$ cat src/rtl/macarray_tile_sched_if.sv
// Job and tile handshake bundle between host, macarray_tile_sched and the macarray.
// master: the scheduler's view; slave: the host/array environment's view.
interface macarray_tile_sched_if;
  logic        JOB_VALID;
  logic        JOB_READY;
  logic [1:0]  JOB_MT;
  logic [1:0]  JOB_NT;
  logic [1:0]  JOB_KT;
  logic [11:0] JOB_MNT;
  logic        ABORT;
  logic        TILE_START;
  logic [11:0] TILE_MNT;
  logic        TILE_ACC;
  logic [5:0]  TILE_BASE_I;
  logic [5:0]  TILE_BASE_W;
  logic [5:0]  TILE_BASE_O;
  logic [5:0]  TILE_IDX;
  logic        TILE_DONE;
  logic        BUSY;
  logic        JOB_DONE;
  logic        ERR;

  modport master (
    input  JOB_VALID, JOB_MT, JOB_NT, JOB_KT, JOB_MNT, ABORT, TILE_DONE,
    output JOB_READY, TILE_START, TILE_MNT, TILE_ACC, TILE_BASE_I, TILE_BASE_W,
           TILE_BASE_O, TILE_IDX, BUSY, JOB_DONE, ERR
  );

  modport slave (
    output JOB_VALID, JOB_MT, JOB_NT, JOB_KT, JOB_MNT, ABORT, TILE_DONE,
    input  JOB_READY, TILE_START, TILE_MNT, TILE_ACC, TILE_BASE_I, TILE_BASE_W,
           TILE_BASE_O, TILE_IDX, BUSY, JOB_DONE, ERR
  );
endinterface

$ cat src/rtl/macarray_tile_sched.sv
// GEMM tile scheduler: walks the (m, n, k) tile loop and launches one tile at a time.
// Optional watchdog on the tile-done wait is enabled by defining TILE_SCHED_WDT_EN.
module macarray_tile_sched #(
  parameter int unsigned TILE_WORDS = 4,
  parameter int unsigned WDT_CYCLES = 255
) (
  input logic                   CLK,
  input logic                   RST,
  macarray_tile_sched_if.master bus
);

  typedef enum logic [1:0] {IDLE, ISSUE, WAIT, FIN} state_t;

  state_t      state, state_nxt;
  logic [1:0]  mt, nt, kt;
  logic [1:0]  m, n, k, m_nxt, n_nxt, k_nxt;
  logic [5:0]  idx, idx_nxt;
  logic        accept, last;
  logic        job_ready, tile_start, job_done, busy, tile_acc;
  logic [5:0]  base_i, base_w, base_o;
  logic [11:0] mnt;
`ifdef TILE_SCHED_WDT_EN
  logic [15:0] wdt;
  logic        wdt_fire;
  logic        err;
`endif

  function automatic logic [5:0] tile_addr(input logic [1:0] outer,
                                           input logic [1:0] span_m1,
                                           input logic [1:0] inner);
    logic [7:0] lin;
    lin = 8'(outer) * (8'(span_m1) + 8'd1) + 8'(inner);
    return 6'(lin * 8'(TILE_WORDS));
  endfunction

  always_comb begin
    state_nxt = state;
    m_nxt     = m;
    n_nxt     = n;
    k_nxt     = k;
    idx_nxt   = idx;
    accept    = 1'b0;
    last      = (m == mt) && (n == nt) && (k == kt);
`ifdef TILE_SCHED_WDT_EN
    wdt_fire  = 1'b0;
`endif
    if (state != IDLE && bus.ABORT) begin
      state_nxt = IDLE;
    end else begin
      case (state)
        IDLE: if (bus.JOB_VALID && !bus.ABORT) begin
          accept    = 1'b1;
          state_nxt = ISSUE;
          m_nxt     = '0;
          n_nxt     = '0;
          k_nxt     = '0;
          idx_nxt   = '0;
        end
        ISSUE: state_nxt = WAIT;
        WAIT: begin
          if (bus.TILE_DONE) begin
            if (last) begin
              state_nxt = FIN;
            end else begin
              state_nxt = ISSUE;
              idx_nxt   = idx + 6'd1;
              // k innermost, carrying into n, then into m
              if (k != kt) begin
                k_nxt = k + 2'd1;
              end else begin
                k_nxt = '0;
                if (n != nt) begin
                  n_nxt = n + 2'd1;
                end else begin
                  n_nxt = '0;
                  m_nxt = m + 2'd1;
                end
              end
            end
          end
`ifdef TILE_SCHED_WDT_EN
          else if (wdt == 16'(WDT_CYCLES - 1)) begin
            wdt_fire  = 1'b1;
            state_nxt = FIN;
          end
`endif
        end
        FIN:     state_nxt = IDLE;
        default: state_nxt = IDLE;
      endcase
    end
  end

  // Outputs are registered from the next state so they line up with the state they describe.
  always_ff @(posedge CLK) begin
    if (RST) begin
      state      <= IDLE;
      mt         <= '0;
      nt         <= '0;
      kt         <= '0;
      m          <= '0;
      n          <= '0;
      k          <= '0;
      idx        <= '0;
      mnt        <= '0;
      base_i     <= '0;
      base_w     <= '0;
      base_o     <= '0;
      tile_acc   <= 1'b0;
      tile_start <= 1'b0;
      job_done   <= 1'b0;
      busy       <= 1'b0;
      job_ready  <= 1'b1;
    end else begin
      state <= state_nxt;
      m     <= m_nxt;
      n     <= n_nxt;
      k     <= k_nxt;
      idx   <= idx_nxt;
      if (accept) begin
        mt  <= bus.JOB_MT;
        nt  <= bus.JOB_NT;
        kt  <= bus.JOB_KT;
        mnt <= bus.JOB_MNT;
      end
      // On accept all counters are zero, so the stale kt/nt cannot affect the first bases.
      if (state_nxt == ISSUE) begin
        base_i   <= tile_addr(m_nxt, kt, k_nxt);
        base_w   <= tile_addr(k_nxt, nt, n_nxt);
        base_o   <= tile_addr(m_nxt, nt, n_nxt);
        tile_acc <= (k_nxt != 2'd0);
      end
      tile_start <= (state_nxt == ISSUE);
      job_done   <= (state_nxt == FIN);
      busy       <= (state_nxt != IDLE);
      job_ready  <= (state_nxt == IDLE);
    end
  end

`ifdef TILE_SCHED_WDT_EN
  always_ff @(posedge CLK) begin
    if (RST) begin
      wdt <= '0;
      err <= 1'b0;
    end else begin
      if (state_nxt == WAIT) wdt <= (state == WAIT) ? wdt + 16'd1 : '0;
      if (accept)        err <= 1'b0;
      else if (wdt_fire) err <= 1'b1;
    end
  end
  assign bus.ERR = err;
`else
  assign bus.ERR = 1'b0;
`endif

  assign bus.JOB_READY   = job_ready;
  assign bus.TILE_START  = tile_start;
  assign bus.TILE_MNT    = mnt;
  assign bus.TILE_ACC    = tile_acc;
  assign bus.TILE_BASE_I = base_i;
  assign bus.TILE_BASE_W = base_w;
  assign bus.TILE_BASE_O = base_o;
  assign bus.TILE_IDX    = idx;
  assign bus.BUSY        = busy;
  assign bus.JOB_DONE    = job_done;

endmodule

$ cat src/flat_wrapper.sv
// flat-port wrapper written by rule: the top's interface ports become plain ports
module macarray_tile_sched_flat 
#(
  parameter int unsigned TILE_WORDS = 4,
  parameter int unsigned WDT_CYCLES = 255
)
  (CLK, RST, bus_JOB_VALID, bus_JOB_MT, bus_JOB_NT, bus_JOB_KT, bus_JOB_MNT, bus_ABORT, bus_TILE_DONE, bus_JOB_READY, bus_TILE_START, bus_TILE_MNT, bus_TILE_ACC, bus_TILE_BASE_I, bus_TILE_BASE_W, bus_TILE_BASE_O, bus_TILE_IDX, bus_BUSY, bus_JOB_DONE, bus_ERR);
  macarray_tile_sched_if bus_i ();
  input logic CLK;
  input logic RST;
  input wire logic [$bits(bus_i.JOB_VALID)-1:0] bus_JOB_VALID;
  input wire logic [$bits(bus_i.JOB_MT)-1:0] bus_JOB_MT;
  input wire logic [$bits(bus_i.JOB_NT)-1:0] bus_JOB_NT;
  input wire logic [$bits(bus_i.JOB_KT)-1:0] bus_JOB_KT;
  input wire logic [$bits(bus_i.JOB_MNT)-1:0] bus_JOB_MNT;
  input wire logic [$bits(bus_i.ABORT)-1:0] bus_ABORT;
  input wire logic [$bits(bus_i.TILE_DONE)-1:0] bus_TILE_DONE;
  output wire logic [$bits(bus_i.JOB_READY)-1:0] bus_JOB_READY;
  output wire logic [$bits(bus_i.TILE_START)-1:0] bus_TILE_START;
  output wire logic [$bits(bus_i.TILE_MNT)-1:0] bus_TILE_MNT;
  output wire logic [$bits(bus_i.TILE_ACC)-1:0] bus_TILE_ACC;
  output wire logic [$bits(bus_i.TILE_BASE_I)-1:0] bus_TILE_BASE_I;
  output wire logic [$bits(bus_i.TILE_BASE_W)-1:0] bus_TILE_BASE_W;
  output wire logic [$bits(bus_i.TILE_BASE_O)-1:0] bus_TILE_BASE_O;
  output wire logic [$bits(bus_i.TILE_IDX)-1:0] bus_TILE_IDX;
  output wire logic [$bits(bus_i.BUSY)-1:0] bus_BUSY;
  output wire logic [$bits(bus_i.JOB_DONE)-1:0] bus_JOB_DONE;
  output wire logic [$bits(bus_i.ERR)-1:0] bus_ERR;
  assign bus_i.JOB_VALID = bus_JOB_VALID;
  assign bus_i.JOB_MT = bus_JOB_MT;
  assign bus_i.JOB_NT = bus_JOB_NT;
  assign bus_i.JOB_KT = bus_JOB_KT;
  assign bus_i.JOB_MNT = bus_JOB_MNT;
  assign bus_i.ABORT = bus_ABORT;
  assign bus_i.TILE_DONE = bus_TILE_DONE;
  assign bus_JOB_READY = bus_i.JOB_READY;
  assign bus_TILE_START = bus_i.TILE_START;
  assign bus_TILE_MNT = bus_i.TILE_MNT;
  assign bus_TILE_ACC = bus_i.TILE_ACC;
  assign bus_TILE_BASE_I = bus_i.TILE_BASE_I;
  assign bus_TILE_BASE_W = bus_i.TILE_BASE_W;
  assign bus_TILE_BASE_O = bus_i.TILE_BASE_O;
  assign bus_TILE_IDX = bus_i.TILE_IDX;
  assign bus_BUSY = bus_i.BUSY;
  assign bus_JOB_DONE = bus_i.JOB_DONE;
  assign bus_ERR = bus_i.ERR;
  macarray_tile_sched #(.TILE_WORDS(TILE_WORDS), .WDT_CYCLES(WDT_CYCLES)) u_core (.CLK(CLK), .RST(RST), .bus(bus_i));
endmodule
$ cat config.mk
export PLATFORM = sky130hd
export DESIGN_NAME = macarray_tile_sched_flat
export DESIGN_NICKNAME = d
export VERILOG_FILES = /design/src/rtl/macarray_tile_sched_if.sv /design/src/rtl/macarray_tile_sched.sv /design/src/flat_wrapper.sv
export SDC_FILE = /design/constraint.sdc
export NUM_CORES = 1
export LEC_CHECK = 0
export CAP_MARGIN = 20
export CELL_PAD_IN_SITES_DETAIL_PLACEMENT = 0
export CELL_PAD_IN_SITES_GLOBAL_PLACEMENT = 1
export CORE_MARGIN = 2
export CORE_UTILIZATION = 30
export CTS_BUF_LIST = sky130_fd_sc_hd__clkbuf_8 sky130_fd_sc_hd__clkbuf_16
export DETAILED_ROUTE_END_ITERATION = 10
export GPL_ROUTABILITY_DRIVEN = 1
export GPL_TIMING_DRIVEN = 0
export HOLD_SLACK_MARGIN = 0.05
export PLACE_DENSITY_LB_ADDON = 0.05
export SKIP_CTS_REPAIR_TIMING = 1
export SYNTH_ARGS = -nofsm -noshare
export SYNTH_HDL_FRONTEND = slang
export SYNTH_SLANG_ARGS = --single-unit
$ cat constraint.sdc
create_clock -name CLK -period 3.75 [get_ports CLK]
set_input_delay 0.75 -clock CLK [delete_from_list [all_inputs] [get_ports CLK]]
set_output_delay 0.75 -clock CLK [all_outputs]
set_load 0.005 [all_outputs]
==> metrics.csv, run 1 <==
stage;metric;value;unit
worst_setup_path;Critical-path top delay cell;clkdlybuf4s50_1;
cells_and_area;fin util;40.6;%
cells_and_area;ratio of cells with drive above 1 in the final layout;10.9;%
logic_synthesis;mux share of post-synthesis cell area;1.13;%
grt;number of global-route vias before repair;2346;
placement;dpl hpwl;5.27;mm
die;Die Y;97.9;um
grt;total track usage;15.3;%
grt;grt total ovfl;0;
logic_synthesis;Post-synth top flop;dfxtp_1;
sta;Least-Margin Pin Slew;1.01;ns
logic_synthesis;#FFs+latches synth;49;
grt;global-route wire length before repair;11.7;mm
placement;# port buffers;56;
placement;# placed instances;484;
routing;Vias per Instance;4.72;
logic_synthesis;sequential area share after synthesis;37.1;%
logic_synthesis;leading area contributor after synthesis;dfxtp_1;
worst_setup_path;Crit. End Element;flop;
logic_synthesis;synthesized cell area;2650;um^2
logic_synthesis;Post-Synth Adder-Cell Area;10.2;%
power_and_ir_drop;Lkg Pwr;0.00136;uW
worst_setup_path;CP peak stage delay;0.53;ns
die;Die ar.;9590;um^2
grt;met1 GRT Util;19.0;%
sta;Max Slew Vio Count;0;
routing;Post-Route WL;7.05;mm
logic_synthesis;Post-synth ARST share;0;%
worst_setup_path;CP Data Required Time;3.94;ns
die;Die Wd;97.9;um
logic_synthesis;warnings from Yosys;0;
clocking;Num CTS Buffers;5;
logic_synthesis;largest family of logic cells by synthesized area;simple AND/OR/NAND/NOR gates;
worst_setup_path;Worst setup SP type;input port;
worst_setup_path;Cell Chain, Critical Path;clkdlybuf4s50_1 -> o221ai_1 -> a21o_2 -> a22oi_2 -> inv_1 -> fa_1 -> ha_1 -> inv_1 -> fa_1 -> xor2_2 -> nor3_1 -> mux2i_1 -> nand3_1;
logic_synthesis;post-synth top area share;37.1;%
cells_and_area;area of the multi-input gates;1550;um^2
logic_synthesis;most frequent cell after synthesis;nand2_1;
power_and_ir_drop;overall power;1010;uW
logic_synthesis;Syn Inst Count;314;
die;num ports;65;
logic_synthesis;unique cell type count in the Yosys netlist;52;
logic_synthesis;syn_area_per_cell;8.43;um^2
grt;initial antenna violation count;0;
grt;met3 Track Usage GR;3.65;%
status;status;finished clean;
routing;Pre-Repair DR Iteration Count;4;
clocking;worst skew pair latency;0.31;ns
routing;Detailed Route Iter0 Violations;156;
routing;Final ANT Viol Nets;0;
logic_synthesis;Post-synth EDFFs;0;
clocking;clk sinks;49;
clocking;# H-tree levels;2;
cells_and_area;Layout Nets;425;
cells_and_area;fillers;927;
routing;DRC errors left;0;
sta;Final min period;3.58;ns
cells_and_area;area grow syn2layout;32.5;%
routing;routed len/inst;14.3;um
logic_synthesis;XOR/XNOR Fraction of Synth Area;5.53;%
sta;Hold Vio Cnt, Final;0;
die;row cnt;34;
routing;via count;2329;
cells_and_area;final non-filler cell total;493;
worst_setup_path;critical path peak fanout;5;
cells_and_area;register area;981;um^2
die;Starting Density;30.7;%
sta;RSZ-0062 raised after global routing;no;
logic_synthesis;Synth Area in Simple Gates;20.7;%
grt;met2 Usage GRT;26.2;%
sta;max frequency;0.279;GHz
power_and_ir_drop;VDD IR max;0.000109;V
clocking;Max Buffers Root-to-Sink;2;
placement;RD Place Congestion;0.809;
die;Core Region;8640;um^2
clocking;Clock transition at path regs;0.10;ns
worst_setup_path;CP Class;in -> reg;
logic_synthesis;Synth area leaders;dfxtp_1 (37%), nand2_1 (7.2%), a21oi_1 (7.0%);
run;Max Cap Viol;0;
sta;WHS;0.458;ns
sta;setup violators final;0;
logic_synthesis;post-synthesis compound-gate area fraction;18.1;%
worst_hold_path;HP Class;reg -> reg;
cells_and_area;antenna diode count;0;
clocking;CTS tree;yes;
clocking;clk root buf;clkbuf_8;
grt;GRT busiest layer;met2;
sta;Slew Limit Headroom;32.3;%
logic_synthesis;synth cell count leaders;nand2_1 (51), dfxtp_1 (49), a21oi_1 (37);
worst_setup_path;WP data arrival;3.77;ns
sta;Tcrit/Tclk final;95.5;%
grt;largest net degree at the start of global routing;16;
power_and_ir_drop;P per Cell Area;287;nW/um^2
sta;Fin Clk Skew;0.00967;ns
routing by layer:
| layer | wire, um | up-vias |
|---|---|---|
| met5 | 0 | - |
| met4 | 91 | 0 |
| met3 | 418 | 6 |
| met2 | 3250 | 67 |
| met1 | 3290 | 1068 |
| li1 | - | 1188 |
final cells by class:
cell class / count / share of cell area [%]
tap: 108 / 3.85
clock buffer: 5 / 1.96
clock inverter: 3 / 0.499
timing repair buffer: 57 / 16.3
inverter: 15 / 1.60
multi-input combinational: 232 / 44.2
buffer: 24 / 3.71
sequential: 49 / 28.0
sequential cells by signal (all words and copies together), names as in the netlist:
| name | count |
|---|---|
| u_core.bus.TILE_BASE_O | 4 |
| u_core.bus.TILE_ACC | 1 |
| u_core.bus.TILE_BASE_W | 4 |
| u_core.nt | 2 |
| u_core.k | 2 |
| u_core.bus.JOB_READY | 1 |
| u_core.bus.JOB_DONE | 1 |
| u_core.m | 2 |
| u_core.n | 2 |
| u_core.bus.TILE_IDX | 6 |
| u_core.mt | 2 |
| u_core.kt | 2 |
| u_core.bus.TILE_START | 1 |
| u_core.bus.TILE_MNT | 12 |
| u_core.bus.TILE_BASE_I | 4 |
| u_core.state | 2 |
| u_core.bus.BUSY | 1 |
worst max-delay path, delay by kind of cell:
family                     cells  cell delay (ns)
adders and majority gates      3             1.04
AOI/OAI and AO/OA              3             0.80
buffers and inverters          3             0.69
xor gates and xnor gates       1             0.20
and+or+nand+nor                2             0.16
muxes                          1             0.13
cell families after synthesis:
kind of cell    Yosys count
xor+xnor                 15
compound gates           76
other cells               1
flops                    49
buf+inv                  39
fa+ha+maj                18
simple gates            113
mux                       3
power by group:
group | internal, uW | switching (uW)
registers | 535 | 10.0
logic | 70.1 | 71.4
clock network | 129 | 190
final timing paths:
check | startpoint | endpoint | slack, ns | cells after the start
hold / removal | u_core.bus.TILE_MNT[3]$_SDFFE_PP0P_ | u_core.bus.TILE_MNT[3]$_SDFFE_PP0P_ | 0.46 | 2
hold reg to reg | u_core.bus.TILE_MNT[3]$_SDFFE_PP0P_ | u_core.bus.TILE_MNT[3]$_SDFFE_PP0P_ | 0.46 | 2
setup reg to reg | u_core.nt[0]$_SDFFE_PP0P_ | u_core.bus.TILE_BASE_I[5]$_SDFFE_PP0P_ | 0.32 | 14
setup / recovery | bus_JOB_VALID | u_core.bus.TILE_BASE_I[5]$_SDFFE_PP0P_ | 0.17 | 13
layout by cell type, fill, tap and decap left out, types with 2 or more instances in the layout:
master           count
o2111ai_1            2
or3_1                4
mux2i_1              3
or4_1                2
nor2b_1             11
clkinv_2             2
xnor2_1              5
clkdlybuf4s50_1     55
nand3_1              8
nor3_1               5
a21oi_1             36
nand2_1             51
a31oi_1              2
o211ai_1             3
conb_1               7
buf_2                6
xor2_1               4
a21o_1               2
a21boi_1             5
a211oi_1             5
dfxtp_1             49
clkbuf_8             5
xor2_2               6
fa_1                 6
nand4_1              3
clkbuf_2             2
and2_1               2
nor2_1              17
inv_1               15
o21ai_0              6
clkbuf_1             8
buf_4                9
ha_1                12
o31ai_1              2
metrics by stage:
| step | setup slack, ns | area, um^2 | setup TNS, ns |
|---|---|---|---|
| floorplan | 0.211 | 2670 | 0 |
| global placement | -0.544 | 3370 | -2.20 |
| detailed placement | -0.512 | 3370 | -2.08 |
| CTS | -0.213 | 3450 | -0.391 |
| global route | 0.0263 | 3510 | 0 |
| finish | 0.170 | 3510 | 0 |
(Power assumes the default switching activity.)
==> run 2: changes to the inputs <==
==> constraint.sdc (replaced) <==
create_clock -name CLK -period 4.3 [get_ports CLK]
set_input_delay 0.86 -clock CLK [delete_from_list [all_inputs] [get_ports CLK]]
set_output_delay 0.86 -clock CLK [all_outputs]
set_load 0.005 [all_outputs]
==> run 2 against run 1 <==
  * Critical path depth up 1
  * Clock power decreased by 14%
  * Utilization decreased by 0.62 points
  * Combinational power fell by 13%
  * Worst hold slack better by 0.0013 ns
  * Sequential share of layout area up 0.44 points
  * Cell area decreased by 1.5%
  * Die area did not move
  * Power down 13%
  * First-iteration DRC count down 33%
  * Clock-buffer cell count unchanged
  * Via count decreased by 0.30%
  * Critical path type unchanged
==> metrics.csv, run 2 (synthesis results as in run 1) <==
stage;metric;value;unit
power_and_ir_drop;Clk pwr share;31.5;%
clocking;Num CTS Buffers;5;
die;Die Y;97.9;um
die;row cnt;34;
grt;total track usage;15.3;%
worst_setup_path;WP data arrival;4.17;ns
sta;Least-Margin Pin Slew;1.02;ns
cells_and_area;area of the multi-input gates;1510;um^2
power_and_ir_drop;VDD IR max;0.0000951;V
cells_and_area;max reg flops;12;
cells_and_area;register area;981;um^2
placement;# port buffers;56;
worst_setup_path;Crit. End Element;flop;
cells_and_area;fillers;932;
grt;grt total ovfl;0;
grt;largest net degree at the start of global routing;16;
power_and_ir_drop;Comb pwr share;14.1;%
sta;WHS;0.459;ns
placement;dpl hpwl;5.27;mm
status;status;finished clean;
sta;max frequency;0.251;GHz
cells_and_area;area grow syn2layout;30.5;%
routing;via count;2322;
clocking;clk root buf;clkbuf_8;
worst_setup_path;critical path peak fanout;5;
worst_setup_path;reg2reg end;u_core.bus.TILE_BASE_I[5]$_SDFFE_PP0P_;
die;Die Wd;97.9;um
cells_and_area;ratio of cells with drive above 1 in the final layout;9.11;%
cells_and_area;Finished Cell Area;3450;um^2
routing;Detailed Route Iter0 Violations;105;
power_and_ir_drop;sw frac;26.6;%
clocking;clk sinks;49;
sta;RSZ-0062 raised after global routing;no;
worst_setup_path;Worst setup SP type;input port;
routing;Final ANT Viol Nets;0;
power_and_ir_drop;internal power;640;uW
grt;global-route wire length before repair;11.7;mm
routing;Post-Route WL;7.01;mm
placement;RD Place Congestion;0.809;
worst_setup_path;CP Data Required Time;4.48;ns
sta;Slew Limit Headroom;31.8;%
worst_setup_path;R2R depth;13;
die;Die ar.;9590;um^2
cells_and_area;fin util;40.0;%
sta;final worst slack;0.311;ns
power_and_ir_drop;Lkg Pwr;0.00134;uW
sta;Max Slew Vio Count;0;
sta;setup tns final;0;ns
run;Max Cap Viol;0;
worst_setup_path;Setup crit end;u_core.bus.TILE_BASE_I[5]$_SDFFE_PP0P_;
worst_hold_path;HP Class;reg -> reg;
clocking;CTS tree;yes;
sta;Final min period;3.99;ns
grt;initial antenna violation count;0;
cells_and_area;Layout Nets;424;
sta;Tcrit/Tclk final;92.8;%
sta;Hold Vio Cnt, Final;0;
die;num ports;65;
worst_setup_path;Critical R2R Launch;u_core.m[1]$_SDFF_PP0_;
worst_setup_path;Setup crit start;bus_TILE_DONE;
power_and_ir_drop;NetSw;232;uW
clocking;# H-tree levels;2;
cells_and_area;most common cell after layout, fill and taps aside;clkdlybuf4s50_1;
worst_setup_path;r2r setup slk;0.74;ns
placement;Placed Area;3370;um^2
sta;setup violators final;0;
placement;pre-CTS setup slack;-0.0721;ns
routing;DRC errors left;0;
grt;number of global-route vias before repair;2346;
die;Starting Density;30.7;%
clocking;worst skew pair latency;0.30;ns
routing;Vias per Instance;4.72;
sta;Fin Clk Skew;0.00655;ns
routing;routed len/inst;14.3;um
clocking;Max Buffers Root-to-Sink;2;
cells_and_area;antenna diode count;0;
worst_setup_path;CP Class;in -> reg;
routing;Pre-Repair DR Iteration Count;4;
worst_hold_path;number of cells on the worst hold path;2;
die;Core Region;8640;um^2
clocking;Clock transition at path regs;0.10;ns
power_and_ir_drop;P per Cell Area;253;nW/um^2
power_and_ir_drop;sequential group share of total power;54.4;%
cells_and_area;most frequent cells in the layout;clkdlybuf4s50_1 (56), nand2_1 (51), dfxtp_1 (49), a21oi_1 (37), nor2_1 (17);
run 2: power by group through the flow:
stage                     Clock (uW)  Sequential, uW  Combinational [uW]
after floorplan                    0             485                62.8
after global placement             0             485                 124
after detailed placement           0             486                 123
after CTS                        296             475                 124
after global routing             312             477                 136
final                            275             475                 123
run 2: area by class of cell:
cell class / instances / share of cell area (%)
inverter: 15 / 1.63
clock inverter: 3 / 0.507
buffer: 24 / 3.77
tap: 108 / 3.91
sequential: 49 / 28.4
timing repair buffer: 56 / 16.2
clock buffer: 5 / 1.99
multi-input combinational: 232 / 43.6
run 2: worst min path at each step:
stage                                                      start  slack, ns                                endpoint
after floorplan                        u_core.mt[0]$_SDFFE_PP0P_       0.45               u_core.mt[0]$_SDFFE_PP0P_
after global placement       u_core.bus.TILE_MNT[6]$_SDFFE_PP0P_       0.44     u_core.bus.TILE_MNT[6]$_SDFFE_PP0P_
after detailed placement  u_core.bus.TILE_BASE_W[3]$_SDFFE_PP0P_       0.45  u_core.bus.TILE_BASE_W[3]$_SDFFE_PP0P_
after CTS                 u_core.bus.TILE_BASE_W[3]$_SDFFE_PP0P_       0.46  u_core.bus.TILE_BASE_W[3]$_SDFFE_PP0P_
after global routing        u_core.bus.TILE_MNT[11]$_SDFFE_PP0P_       0.49    u_core.bus.TILE_MNT[11]$_SDFFE_PP0P_
final                        u_core.bus.TILE_MNT[3]$_SDFFE_PP0P_       0.46     u_core.bus.TILE_MNT[3]$_SDFFE_PP0P_
run 2: metrics by stage:
stage / power (uW) / instances
after global placement: 609 / 484
after CTS: 895 / 492
after global routing: 925 / 492
after detailed placement: 609 / 484
final: 872 / 492
after floorplan: 548 / 320
run 2: critical path, cell delays in order:
cell,delay [ns]
clkdlybuf4s50_1,0.55
and4bb_2,0.26
nand4_1,0.18
o211a_1,0.30
nor2_2,0.23
nor2_1,0.10
fa_1,0.55
ha_1,0.14
inv_1,0.05
fa_1,0.38
xor2_1,0.25
nor3_1,0.07
mux2i_1,0.14
nand3_1,0.10
run 2: metal layers:
layer | GRT usage (%) | wire, um
met3 | 3.65 | 352
met2 | 26.2 | 3250
met5 | 0 | 0
met1 | 19.0 | 3350
met4 | 4.59 | 69
==> run 3: changes to the inputs <==
==> constraint.sdc (replaced) <==
create_clock -name CLK -period 4.4 [get_ports CLK]
set_input_delay 0.88 -clock CLK [delete_from_list [all_inputs] [get_ports CLK]]
set_output_delay 0.88 -clock CLK [all_outputs]
set_load 0.005 [all_outputs]
==> run 3 against run 2 <==
  * Largest power group unchanged
  * Power shrank 2.3%
  * Die area unchanged
  * Setup slack got worse by 0.012 ns
  * First-iteration DRC count fell by 0.95%
  * Sequential cell count unchanged
  * Critical endpoint unchanged
  * Register-to-register slack improved by 0.10 ns
  * Global-route usage unchanged
  * Critical path type unchanged
  * Via count hardly changed
==> metrics.csv, run 3 (synthesis results as in run 1) <==
stage;metric;value;unit
worst_setup_path;critical path peak fanout;5;
routing;Post-Route WL;7.01;mm
sta;Tcrit/Tclk final;93.2;%
routing;via count;2323;
sta;max frequency;0.244;GHz
clocking;# H-tree levels;2;
routing;routed len/inst;14.3;um
sta;Fin Clk Skew;0.00655;ns
clocking;clk sinks;49;
cells_and_area;Layout Nets;424;
routing;Detailed Route Iter0 Violations;104;
cells_and_area;most common cell after layout, fill and taps aside;clkdlybuf4s50_1;
die;Die Y;97.9;um
worst_setup_path;reg2reg end;u_core.bus.TILE_BASE_I[5]$_SDFFE_PP0P_;
grt;total track usage;15.3;%
sta;Least-Margin Pin Slew;1.02;ns
worst_setup_path;CP top delay family;adder cells;
cells_and_area;fin util;40.0;%
cells_and_area;area grow syn2layout;30.4;%
sta;Hold Vio Cnt, Final;0;
sta;Slew Limit Headroom;31.8;%
power_and_ir_drop;Lkg Pwr;0.00134;uW
worst_setup_path;R2R depth;13;
placement;# port buffers;56;
clocking;worst skew pair latency;0.30;ns
cells_and_area;max reg flops;12;
die;row cnt;34;
worst_setup_path;CP peak stage delay;0.56;ns
cells_and_area;register area;981;um^2
power_and_ir_drop;P per Cell Area;247;nW/um^2
worst_setup_path;r2r setup slk;0.84;ns
worst_setup_path;CP Class;in -> reg;
sta;Final min period;4.10;ns
grt;global-route wire length before repair;11.7;mm
placement;RD Place Congestion;0.809;
grt;initial antenna violation count;0;
routing;Vias per Instance;4.72;
cells_and_area;fillers;932;
die;Die Wd;97.9;um
grt;largest net degree at the start of global routing;16;
routing;DRC errors left;0;
status;status;finished clean;
sta;setup violators final;0;
die;num ports;65;
die;Die ar.;9590;um^2
sta;Max Slew Vio Count;0;
grt;grt total ovfl;0;
routing;Pre-Repair DR Iteration Count;4;
routing;Final ANT Viol Nets;0;
die;Core Region;8640;um^2
cells_and_area;area of the multi-input gates;1500;um^2
worst_hold_path;min-delay src;u_core.bus.TILE_MNT[3]$_SDFFE_PP0P_;
power_and_ir_drop;VDD IR max;0.0000930;V
clocking;Clock transition at path regs;0.10;ns
clocking;Max Buffers Root-to-Sink;2;
grt;number of global-route vias before repair;2346;
worst_setup_path;Worst setup SP type;input port;
worst_setup_path;Cell Chain, Critical Path;clkdlybuf4s50_1 -> and4bb_2 -> nand4_1 -> o211a_1 -> nor2_1 -> nor2_1 -> fa_1 -> ha_1 -> inv_1 -> fa_1 -> xor2_1 -> nor3_1 -> mux2i_1 -> nand3_1;
worst_setup_path;Critical-path top delay cell;fa_1;
worst_setup_path;Crit. End Element;flop;
clocking;CTS tree;yes;
worst_hold_path;Hold EP;u_core.bus.TILE_MNT[3]$_SDFFE_PP0P_;
worst_hold_path;number of cells on the worst hold path;2;
worst_setup_path;CP Data Required Time;4.58;ns
worst_setup_path;Critical R2R Launch;u_core.m[1]$_SDFF_PP0_;
worst_setup_path;WP data arrival;4.28;ns
sta;RSZ-0062 raised after global routing;no;
clocking;clk root buf;clkbuf_8;
power_and_ir_drop;overall power;853;uW
placement;dpl hpwl;5.27;mm
worst_setup_path;critical path buffer and inverter count;2;
clocking;Num CTS Buffers;5;
cells_and_area;most frequent cells in the layout;clkdlybuf4s50_1 (56), nand2_1 (51), dfxtp_1 (49), a21oi_1 (37), nor2_1 (18);
cells_and_area;antenna diode count;0;
die;Starting Density;30.7;%
worst_hold_path;HP Class;reg -> reg;
cells_and_area;ratio of cells with drive above 1 in the final layout;8.85;%
run;Max Cap Viol;0;
[run 3: cell counts in the layout (fill, tap and decap cells not counted)]
Identical to the previous run, type by type.
[run 3: how the worst max path moves through the flow]
stage,startpoint,end,depth (start not counted)
floorplan,bus_ABORT,u_core.bus.TILE_BASE_I[5]$_SDFFE_PP0P_,14
global placement,bus_TILE_DONE,u_core.bus.TILE_BASE_I[5]$_SDFFE_PP0P_,14
detailed placement,bus_TILE_DONE,u_core.bus.TILE_BASE_O[5]$_SDFFE_PP0P_,14
CTS,bus_TILE_DONE,u_core.bus.TILE_BASE_I[5]$_SDFFE_PP0P_,14
global route,bus_TILE_DONE,u_core.bus.TILE_BASE_I[5]$_SDFFE_PP0P_,14
finish,bus_TILE_DONE,u_core.bus.TILE_BASE_I[5]$_SDFFE_PP0P_,14
[run 3: stage by stage]
step | hold slack (ns) | area [um^2] | std cells | setup TNS, ns | setup slack, ns
floorplan | 0.448 | 2670 | 320 | 0 | 0.731
global placement | 0.441 | 3370 | 484 | -0.0325 | -0.0240
detailed placement | 0.449 | 3370 | 484 | 0 | 0.00790
CTS | 0.463 | 3450 | 492 | 0 | 0.307
global route | 0.487 | 3450 | 492 | 0 | 0.0328
finish | 0.459 | 3450 | 492 | 0 | 0.299
[run 3: final cells by class]
| type | count | share of cell area, % |
|---|---|---|
| multi-input cells | 232 | 43.5 |
| flip-flops and latches | 49 | 28.4 |
| repair buffers | 56 | 16.2 |
| well taps | 108 | 3.91 |
| plain buffers | 24 | 3.77 |
| clock buffers | 5 | 1.99 |
| inverters | 15 | 1.63 |
| clock inverters | 3 | 0.507 |
[run 3: tightest hold or removal path: stages, from the launching register on]
cell	delay (ns)
dfxtp_1	0.32
nand2_1	0.05
a21oi_1	0.05
[run 3: layer usage]
layer	part of all wire [%]	wire length (um)	up-vias	track usage, %
li1	-	-	1192	-
met3	5.0	352	4	3.65
met1	48	3350	1072	19.0
met5	0	0	-	0
met4	0.98	69	0	4.59
met2	46	3250	55	26.2
[run 3: power by group]
| group | switching, uW | internal (uW) | total [uW] |
|---|---|---|---|
| Clock | 159 | 110 | 269 |
| Sequential | 8.24 | 456 | 464 |
| Combinational | 60.4 | 59.4 | 120 |
| Total | 227 | 625 | 853 |
